--- config.mk ---
export PLATFORM = sky130hd
export DESIGN_NAME = if_stage
export DESIGN_NICKNAME = d
export VERILOG_FILES = /design/src/rtl/rv_pkg.sv /design/src/rtl/if_skid_buf.sv /design/src/rtl/if_stage.sv
export SDC_FILE = /design/constraint.sdc
export NUM_CORES = 1
export LEC_CHECK = 0
export CAP_MARGIN = 20
export CORE_MARGIN = 4
export CORE_UTILIZATION = 38
export CTS_CLUSTER_DIAMETER = 80
export DETAILED_ROUTE_END_ITERATION = 8
export PLACE_DENSITY = 0.68
export SLEW_MARGIN = 20
export SYNTH_ARGS = -nofsm -noshare
export SYNTH_HDL_FRONTEND = slang
export SYNTH_HIERARCHICAL = 1
export SYNTH_SLANG_ARGS = --single-unit
--- constraint.sdc ---
create_clock -name clk_i -period 4.7 [get_ports clk_i]
set_clock_uncertainty 0.2 [all_clocks]
set_input_delay 0.94 -clock clk_i [delete_from_list [all_inputs] [get_ports clk_i]]
set_output_delay 0.94 -clock clk_i [all_outputs]
set_load 0.02 [all_outputs]
--- src/rtl/rv_pkg.sv ---
// ============================================================================
// Module      : rv_pkg
// Description : Shared RISC-V pipeline types: opcodes, bubble instruction,
//               fetch-stage state encoding and IF/ID record.
// Revision    : 1.0 - initial release
// ============================================================================
`default_nettype none

package rv_pkg;

    localparam logic [6:0] OP_RTYPE  = 7'b0110011;
    localparam logic [6:0] OP_ITYPE  = 7'b0010011;
    localparam logic [6:0] OP_LOAD   = 7'b0000011;
    localparam logic [6:0] OP_STORE  = 7'b0100011;
    localparam logic [6:0] OP_BRANCH = 7'b1100011;

    // addi x0, x0, 0
    localparam logic [31:0] NOP_INST = 32'h0000_0013;

    typedef enum logic [1:0] {
        IDLE = 2'd0,
        REQ  = 2'd1,
        WAIT = 2'd2,
        HOLD = 2'd3
    } if_state_t;

    typedef struct packed {
        logic        valid;
        logic [31:0] pc;
        logic [31:0] inst;
    } ifid_t;

endpackage

`default_nettype wire

--- src/rtl/if_skid_buf.sv ---
// ============================================================================
// Module      : if_skid_buf
// Description : Single-entry skid register; clear beats load, load beats drain.
// Revision    : 1.0 - initial release
// ============================================================================
`default_nettype none

module if_skid_buf #(
    parameter int DATA_W = 32
) (
    input  logic              clk,
    input  logic              rst,
    input  logic              i_load,
    input  logic              i_drain,
    input  logic              i_clear,
    input  logic [DATA_W-1:0] i_data,
    output logic              o_valid,
    output logic [DATA_W-1:0] o_data
);

    logic              r_valid;
    logic [DATA_W-1:0] r_data;

    always_ff @(posedge clk) begin
        if (rst) begin
            r_valid <= 1'b0;
            r_data  <= '0;
        end else if (i_clear) begin
            r_valid <= 1'b0;
        end else if (i_load) begin
            r_valid <= 1'b1;
            r_data  <= i_data;
        end else if (i_drain) begin
            r_valid <= 1'b0;
        end
    end

    assign o_valid = r_valid;
    assign o_data  = r_data;

endmodule

`default_nettype wire

--- src/rtl/if_stage.sv ---
// ============================================================================
// Module      : if_stage
// Description : RISC-V instruction-fetch stage: PC, variable-latency imem
//               handshake, IF/ID register. Optional counters: IF_PERF_CNT_EN.
// Revision    : 1.0 - initial release
// ============================================================================
`default_nettype none

module if_stage import rv_pkg::*; #(
    parameter int                 ADDR_W   = 32,
    parameter int                 INST_W   = 32,
    parameter logic [ADDR_W-1:0]  RESET_PC = 32'h0000_0000,
    parameter logic [INST_W-1:0]  NOP_INST = rv_pkg::NOP_INST
) (
    input  logic              clk_i,
    input  logic              rst_i,
    input  logic              start_i,
    input  logic              stall_i,
    input  logic              flush_i,
    input  logic              redirect_i,
    input  logic [ADDR_W-1:0] redirect_pc_i,
    output logic              imem_req_o,
    output logic [ADDR_W-1:0] imem_addr_o,
    input  logic              imem_ack_i,
    input  logic              imem_valid_i,
    input  logic [INST_W-1:0] imem_rdata_i,
    output logic              ifid_valid_o,
    output logic [ADDR_W-1:0] ifid_pc_o,
    output logic [INST_W-1:0] ifid_inst_o,
    output logic [6:0]        opcode_o
`ifdef IF_PERF_CNT_EN
    ,
    output logic [31:0]       perf_fetch_o,
    output logic [31:0]       perf_stall_o
`endif
);

    if_state_t         r_state;
    logic [ADDR_W-1:0] r_pc;
    logic              r_discard;
    logic              r_ifid_valid;
    logic [ADDR_W-1:0] r_ifid_pc;
    logic [INST_W-1:0] r_ifid_inst;

    logic              w_req;
    logic              w_accept;
    logic              w_resp;
    logic              w_resp_use;
    logic              w_resp_load;
    logic              w_skid_load;
    logic              w_hold_release;
    logic              w_ifid_load;
    logic [INST_W-1:0] w_load_data;
    logic [ADDR_W-1:0] w_redirect_pc;
    logic [ADDR_W-1:0] w_pc_next;
    if_state_t         w_run_state;
    logic              w_skid_valid;
    logic [INST_W-1:0] w_skid_data;

    assign w_req    = (r_state == REQ) && start_i && !stall_i;
    assign w_accept = w_req && imem_ack_i;

    // A response in REQ only counts when it rides on an accepted request.
    assign w_resp      = ((r_state == WAIT) && imem_valid_i) || (w_accept && imem_valid_i);
    assign w_resp_use  = w_resp && !r_discard && !redirect_i && !flush_i;
    assign w_resp_load = w_resp_use && !stall_i;
    assign w_skid_load = w_resp_use && stall_i;

    assign w_hold_release = (r_state == HOLD) && w_skid_valid && !stall_i
                            && !flush_i && !redirect_i;
    assign w_ifid_load    = w_resp_load || w_hold_release;
    assign w_load_data    = (r_state == HOLD) ? w_skid_data : imem_rdata_i;

    assign w_redirect_pc = redirect_pc_i & ~ADDR_W'(3);
    assign w_pc_next     = r_pc + ADDR_W'(4);
    assign w_run_state   = start_i ? REQ : IDLE;

    if_skid_buf #(
        .DATA_W (INST_W)
    ) u_skid (
        .clk     (clk_i),
        .rst     (rst_i),
        .i_load  (w_skid_load),
        .i_drain (w_hold_release),
        .i_clear (flush_i || redirect_i),
        .i_data  (imem_rdata_i),
        .o_valid (w_skid_valid),
        .o_data  (w_skid_data)
    );

    always_ff @(posedge clk_i) begin
        if (rst_i) begin
            r_state      <= IDLE;
            r_pc         <= RESET_PC;
            r_discard    <= 1'b0;
            r_ifid_valid <= 1'b0;
            r_ifid_pc    <= '0;
            r_ifid_inst  <= NOP_INST;
        end else begin
            if (flush_i) begin
                r_ifid_valid <= 1'b0;
                r_ifid_inst  <= NOP_INST;
            end else if (w_ifid_load) begin
                r_ifid_valid <= 1'b1;
                r_ifid_pc    <= r_pc;
                r_ifid_inst  <= w_load_data;
            end

            if (redirect_i) begin
                r_pc <= w_redirect_pc;
            end else if (w_ifid_load) begin
                r_pc <= w_pc_next;
            end

            case (r_state)
                IDLE: begin
                    if (start_i) begin
                        r_state <= REQ;
                    end
                end
                REQ: begin
                    if (!start_i) begin
                        r_state <= IDLE;
                    end else if (w_accept && !imem_valid_i) begin
                        // An acked request for the old PC must be dropped on return.
                        r_state   <= WAIT;
                        r_discard <= redirect_i;
                    end
                end
                WAIT: begin
                    if (imem_valid_i) begin
                        r_discard <= 1'b0;
                        r_state   <= w_skid_load ? HOLD : w_run_state;
                    end else if (redirect_i) begin
                        r_discard <= 1'b1;
                    end
                end
                HOLD: begin
                    if (redirect_i || flush_i || !stall_i) begin
                        r_state <= w_run_state;
                    end
                end
                default: r_state <= IDLE;
            endcase
        end
    end

    assign imem_req_o   = w_req;
    assign imem_addr_o  = r_pc;
    assign ifid_valid_o = r_ifid_valid;
    assign ifid_pc_o    = r_ifid_pc;
    assign ifid_inst_o  = r_ifid_inst;
    assign opcode_o     = r_ifid_inst[6:0];

`ifdef IF_PERF_CNT_EN
    logic [31:0] r_perf_fetch;
    logic [31:0] r_perf_stall;

    always_ff @(posedge clk_i) begin
        if (rst_i) begin
            r_perf_fetch <= '0;
            r_perf_stall <= '0;
        end else begin
            if (w_ifid_load && (r_perf_fetch != 32'hFFFF_FFFF)) begin
                r_perf_fetch <= r_perf_fetch + 32'd1;
            end
            if (stall_i && start_i && (r_perf_stall != 32'hFFFF_FFFF)) begin
                r_perf_stall <= r_perf_stall + 32'd1;
            end
        end
    end

    assign perf_fetch_o = r_perf_fetch;
    assign perf_stall_o = r_perf_stall;
`endif

endmodule

`default_nettype wire

==> results by group, run 1 <==
Timing
  • Tcrit/Tclk final: 0.811
  • Slew Viols, Final: 0
  • Final Hold Viols: 0
  • RSZ-0062 raised after global routing: false
  • Actual slew at the worst max-slew pin: 0.915 ns
  • Final worst path period need: 3.81 ns
  • Fmax achieved: 263 MHz
  • Max_slew headroom: 0.390
  • Setup TNS: 0 ns
  • Final setup margin: 0.891 ns
  • Setup Viol. Count Final: 0

Power and ir drop
  • Clk network pwr share: 0.518
  • Flop pwr share: 0.402
  • Switching power share of the total: 0.232
  • Comb pwr share: 0.080
  • Lkg Pwr: 2.85 nW
  • Pwr Total: 2.84 mW
  • Power Density: 327 mW/mm²
  • Psw: 0.658 mW
  • VDD IR max: 0.247 mV
  • Internal: 2.18 mW

Placement
  • Placed inst area: 0.00803 mm²
  • Final Wtd Congestion: 0.783
  • Detailed placement HPWL: 11.9 mm
  • Number of port buffers: 170
  • Dpl ws: 0.659 ns

Critical path
  • Reg-to-reg startpoint: r_state[1]
  • Crit path required time: 3.56 ns
  • Crit. End Element: output pin
  • Most used cell, CP: clkdlybuf4s50_1
  • Cell chain of the critical path: clkdlybuf4s50_1 > nor4bb_1 > clkdlybuf4s50_1
  • CP arrival: 2.67 ns
  • Reg2reg path depth: 7
  • CP endpoint: imem_req_o
  • R2R Setup Slk: 1.47 ns
  • Worst Path Max Fanout: 9
  • Worst r2r dst: ifid_inst_o[29]
  • CP startpoint: stall_i
  • WP depth: 3
  • Crit Path Class: primary input to output pin
  • WP buf/inv: 2
  • Critical path startpoint category: primary input
  • Crit-path max cell delay: 0.73 ns
  • Top delay family on crit path: buffers and inverters
  • Slowest cell on crit path: clkdlybuf4s50_1

Clocking
  • CTS Root Cell: clkbuf_16
  • CTS Buffer Depth: 2
  • Clk slew on worst S/H paths: 0.06 ns
  • CTS Buf Count: 17
  • CTS sink cnt: 129
  • Post-CTS Resized: 0
  • CTS tree: yes
  • H-tree level count: 4
  • Clock latency on the worst-skew pair: 0.42 ns
  • Setup Buffers After CTS: 0
  • CTS Hold Bufs: 0

Floorplan
  • Die footprint: 0.0190 mm²
  • Core Footprint: 0.0166 mm²
  • Num ports: 177
  • Die Wd: 138 µm
  • Initial Util: 0.387
  • Die height: 138 µm
  • Row cnt: 47

Global routing
  • Gr usage total: 0.192
  • Grt ovf: 0
  • Vias in the first global route: 5,762
  • Met1 usage: 0.249
  • Largest net degree at the start of global routing: 87
  • M2 GR Usage: 0.305
  • Antenna violations before repair: 0
  • Grt met3 use: 0.0635
  • First-pass GRT wire length: 30.6 mm
  • Most Crowded Layer GR: met2

Finish
  • Area growth, synth to finish: 35.1%
  • Nets: 953
  • # diodes: 0
  • Share of cells above drive strength 1: 0.0918
  • Layout Utilization: 0.523
  • Post-route cell area: 0.00868 mm²

Worst hold path
  • Hold Path Class: flop to flop
  • Hold depth: 2

Route
  • Routed WL: 18.8 mm
  • Vias per inst: 5.44
  • First-pass iteration count of the detailed router: 5
  • Routed len/inst: 16.9 µm
  • # DRC: 0
  • Iter 0 DRT Violations: 405
  • Detail Route Antenna Nets: 0
  • Via count: 6,059

Run
  • Max Cap Viol: 0

Synth
  • Async set or reset register ratio after synthesis: 0
  • Cell count after synthesis: 753
  • Syn avg cell area: 8.53 µm²
  • Main flop type after synthesis: dfxtp_1
  • Mapped Area: 0.00642 mm²
  • EDFF count, synth: 0
  • Synthesized flop and latch total: 129
  • Synth warnings: 6
  • Seq/Total Area, Yosys: 0.402
  • Distinct cells, synth: 64

Run status
  • Status: complete, no violations
==> power by group through the flow <==
| stage | Sequential, mW | Clock [mW] | Combinational (mW) |
|---|---|---|---|
| 4_1_cts | 1.14 | 1.49 | 0.230 |
| 3_5_place_dp | 1.16 | 0 | 0.228 |
| 2_1_floorplan | 1.17 | 0 | 0.103 |
| 5_1_grt | 1.14 | 1.54 | 0.245 |
| 3_3_place_gp | 1.16 | 0 | 0.227 |
| 6_report | 1.14 | 1.47 | 0.228 |
==> cells by family (layout without fill, tap and decap cells) <==
logic type                 Yosys count  count (layout)  share of synthesized area
buffers and inverters               83             220                     0.0764
and+or+nand+nor                    363             363                      0.320
adders and majority gates            1               1                    0.00195
other                                1               4                   0.000584
DFF                                129             129                      0.402
AOI/OAI and AO/OA                  176             176                      0.199
==> placed cells by master (no fill, tap or decap), types with 13 or more instances in the layout <==
| master | netlist | final |
|---|---|---|
| nor2_1 | 51 | 51 |
| dfxtp_1 | 129 | 129 |
| nand3_1 | 41 | 41 |
| a21oi_1 | 53 | 53 |
| o21ai_1 | 31 | 31 |
| nand4bb_1 | 33 | 33 |
| nand2b_1 | 33 | 33 |
| nand4_1 | 14 | 14 |
| clkdlybuf4s50_1 | 0 | 169 |
| a31oi_1 | 18 | 18 |
| o311ai_0 | 13 | 13 |
| nand2_1 | 134 | 134 |
| clkbuf_16 | 0 | 17 |
| or3_1 | 15 | 15 |
| a311oi_2 | 19 | 19 |
==> layer usage <==
metal	vias to the layer above	wire, µm
met1	2870	8640
met4	0	238
met2	196	8450
met3	24	1460
met5	-	0
li1	2969	-
==> worst min-delay path, stage by stage (launching register included) <==
cell	delay, ns
dfxtp_1	0.31
nand2_1	0.05
a21oi_1	0.05
==> final cells by class <==
cell class                      instances  area, µm²
Inverter                                8       30.0
Tap cell                              220        275
Sequential cell                       129       2580
Clock inverter                         14        211
Multi-Input combinational cell        544       3370
Timing Repair Buffer                  180       1770
Fill cell                            1600       7900
Clock buffer                           18        439
==> how the worst min path moves through the flow <==
stage                       from                 to  slack, ns
2_1_floorplan  u_skid/o_data[27]  u_skid/o_data[27]       0.24
3_3_place_gp       ifid_pc_o[17]      ifid_pc_o[17]       0.24
3_5_place_dp       ifid_pc_o[14]      ifid_pc_o[14]       0.25
4_1_cts            ifid_pc_o[14]      ifid_pc_o[14]       0.26
5_1_grt            ifid_pc_o[14]      ifid_pc_o[14]       0.27
6_report           ifid_pc_o[25]      ifid_pc_o[25]       0.25
==> state kept, by name, summed over array words and instances, names as in the netlist <==
signal,cells
ifid_inst_o,32
ifid_pc_o,30
ifid_valid_o,1
imem_addr_o,30
r_discard,1
r_state,2
u_skid/o_data,32
u_skid/o_valid,1
==> metrics by stage <==
stage / hold WS, ns / std cells
after global placement: 0.242 / 1081
after global routing: 0.271 / 1113
after CTS: 0.255 / 1113
after detailed placement: 0.247 / 1081
final: 0.253 / 1113
after floorplan: 0.242 / 756
==> Yosys cell counts (3+ instances only) <==
master       n  area (µm²)
a21oi_1     53         265
buf_4       18         135
nor4_1       6        37.5
buf_6        7        78.8
and3_1       3        18.8
o21ai_0      8        40.0
nor2_1      51         191
o311ai_0    13         114
clkbuf_8     4        55.1
nand4_1     14        87.6
a311oi_1    10        87.6
inv_1        8        30.0
nand3_1     41         205
or3_1       15        93.8
clkbuf_1    31         116
nor3_1       5        25.0
dfxtp_1    129        2580
nand2b_1    33         206
a311oi_2    19         285
o211ai_1     7        52.6
nand2_1    134         503
buf_2       14        70.1
o21ai_1     31         155
nand4bb_1   33         372
a31oi_1     18         113
Power figures use the tool's default switching activity.
==> run 2: changes to the inputs <==
- PLACE_DENSITY: 0.68 -> 0.7
- clock period: 4.7 -> 3.5 ns (I/O delays scaled with it)
==> results by group, run 2 (synthesis results as in run 1) <==
Run status
  • Status: complete, no violations

Global routing
  • Grt ovf: 0 (unchanged)
  • Largest net degree at the start of global routing: 83 (-4.6%)
  • First-pass GRT wire length: 31.4 mm (+2.9%)
  • Vias in the first global route: 5,972 (+3.6%)
  • Antenna violations before repair: 0 (unchanged)
  • Gr usage total: 0.197 (+0.00516)

Timing
  • Actual slew at the worst max-slew pin: 0.895 ns (-0.0206 ns)
  • Setup TNS: 0 ns (unchanged)
  • Fmax achieved: 305 MHz
  • Min Hold Slack: 0.251 ns (-0.00166 ns)
  • Max_slew headroom: 0.403 (+0.0137)
  • Setup Viol. Count Final: 0 (unchanged)
  • Slew Viols, Final: 0 (unchanged)
  • RSZ-0062 raised after global routing: false
  • Final worst path period need: 3.28 ns
  • Final setup margin: 0.221 ns (-0.670 ns)
  • Tcrit/Tclk final: 0.937
  • Final Hold Viols: 0 (unchanged)

Floorplan
  • Core Footprint: 0.0166 mm² (unchanged)
  • Initial Util: 0.387 (unchanged)
  • Num ports: 177 (unchanged)
  • Die Wd: 138 µm (unchanged)
  • Die footprint: 0.0190 mm² (unchanged)
  • Die height: 138 µm (unchanged)
  • Row cnt: 47 (unchanged)

Route
  • Routed WL: 19.1 mm (+1.6%)
  • Vias per inst: 5.47 (+0.39%)
  • # DRC: 0 (unchanged)
  • Detail Route Antenna Nets: 0 (unchanged)
  • First-pass iteration count of the detailed router: 5 (unchanged)
  • Routed len/inst: 17.0 µm (+1.0%)
  • Via count: 6,121 (+1.0%)
  • Iter 0 DRT Violations: 434 (+7.2%)

Finish
  • Commonest non-fill, non-tap cells in the layout: clkdlybuf4s50_1 (169), nand2_1 (134), dfxtp_1 (129), a21oi_1 (53), nor2_1 (51)
  • # diodes: 0 (unchanged)
  • Share of cells above drive strength 1: 0.0978 (+0.00595)
  • Nets: 960 (+0.73%)
  • Fill count: 1,607 (+0.44%)
  • Layout Cells excl Fill: 1,120 (+0.63%)
  • Post-route cell area: 0.00864 mm² (-0.48%)
  • Layout Utilization: 0.521 (-0.00249)
  • Commonest non-fill, non-tap cell in the layout: clkdlybuf4s50_1
  • Area growth, synth to finish: 34.5%

Clocking
  • CTS Hold Bufs: 0 (unchanged)
  • CTS Root Cell: clkbuf_16
  • H-tree level count: 4 (unchanged)
  • Post-CTS Resized: 0 (unchanged)
  • CTS Buf Count: 17 (unchanged)
  • CTS sink cnt: 129 (unchanged)
  • Clock latency on the worst-skew pair: 0.42 ns (about the same)
  • Clk slew on worst S/H paths: 0.06 ns (about the same)
  • CTS tree: yes
  • Setup Buffers After CTS: 0 (unchanged)
  • CTS Buffer Depth: 2 (unchanged)

Run
  • Max Cap Viol: 0 (unchanged)

Placement
  • Dpl ws: 0.160 ns (-0.499 ns)
  • Number of port buffers: 170 (unchanged)
  • Placed Cells incl. Taps: 1,088 (+0.65%)
  • Detailed placement HPWL: 12.2 mm (+2.2%)
  • Final Wtd Congestion: 0.799 (+2.0%)
  • Placed inst area: 0.00809 mm² (+0.81%)

Worst hold path
  • Hold Path Class: flop to flop

Critical path
  • Slowest cell on crit path: clkdlybuf4s50_1
  • Crit-path max cell delay: 0.71 ns (-0.02 ns)
  • Crit Path Class: primary input to output pin
  • Critical path startpoint category: primary input
  • Most used cell, CP: clkdlybuf4s50_1
  • Top delay family on crit path: buffers and inverters
  • WP buf/inv: 2 (unchanged)
  • Worst Path Max Fanout: 4 (-5)
  • Crit. End Element: output pin
  • Cell chain of the critical path: clkdlybuf4s50_1 > nor4bb_1 > clkdlybuf4s50_1
  • CP arrival: 2.38 ns (-0.29 ns)
  • Crit path required time: 2.60 ns (-0.96 ns)

Power and ir drop
  • Pwr Total: 3.47 mW (+22%)
  • Lkg Pwr: 2.83 nW (-0.57%)
  • Power Density: 402 mW/mm² (+23%)
  • VDD IR max: 0.335 mV (+36%)
==> run 2: area by class of cell <==
| type | instances | area (µm²) | area share |
|---|---|---|---|
| clock inverter | 10 | 60.1 | 0.00695 |
| tap | 220 | 275 | 0.0319 |
| multi-input combinational | 544 | 3370 | 0.390 |
| timing repair buffer | 187 | 1840 | 0.213 |
| clock buffer | 22 | 484 | 0.0561 |
| inverter | 8 | 30.0 | 0.00348 |
| sequential | 129 | 2580 | 0.299 |
==> run 2: metal layers <==
| layer | part of all wire | up-vias | global-route usage |
|---|---|---|---|
| met4 | 0.010 | 0 | 0.0541 |
| met2 | 0.46 | 203 | 0.318 |
| met5 | 0 | - | 0 |
| met1 | 0.47 | 2916 | 0.263 |
| li1 | - | 2984 | - |
| met3 | 0.064 | 18 | 0.0508 |
==> run 2: path summary, 6_finish.rpt <==
path / start / end / slack [ns] / depth (start not counted)
hold reg to reg: ifid_pc_o[15] / ifid_pc_o[15] / 0.25 / 2
setup reg to reg: r_state[1] / imem_addr_o[13] / 0.82 / 6
hold / removal: ifid_pc_o[15] / ifid_pc_o[15] / 0.25 / 2
setup / recovery: start_i / imem_req_o / 0.22 / 3
==> run 2: worst min-delay path, stage by stage, from the launching register on <==
cell,delay (ns)
dfxtp_1,0.30
nand2_1,0.05
a21oi_1,0.05
==> run 2: where the power goes <==
group,total [mW],internal (mW),switching [mW]
Sequential,1.53,1.49,0.0420
Combinational,0.309,0.155,0.154
Clock,1.63,0.971,0.661
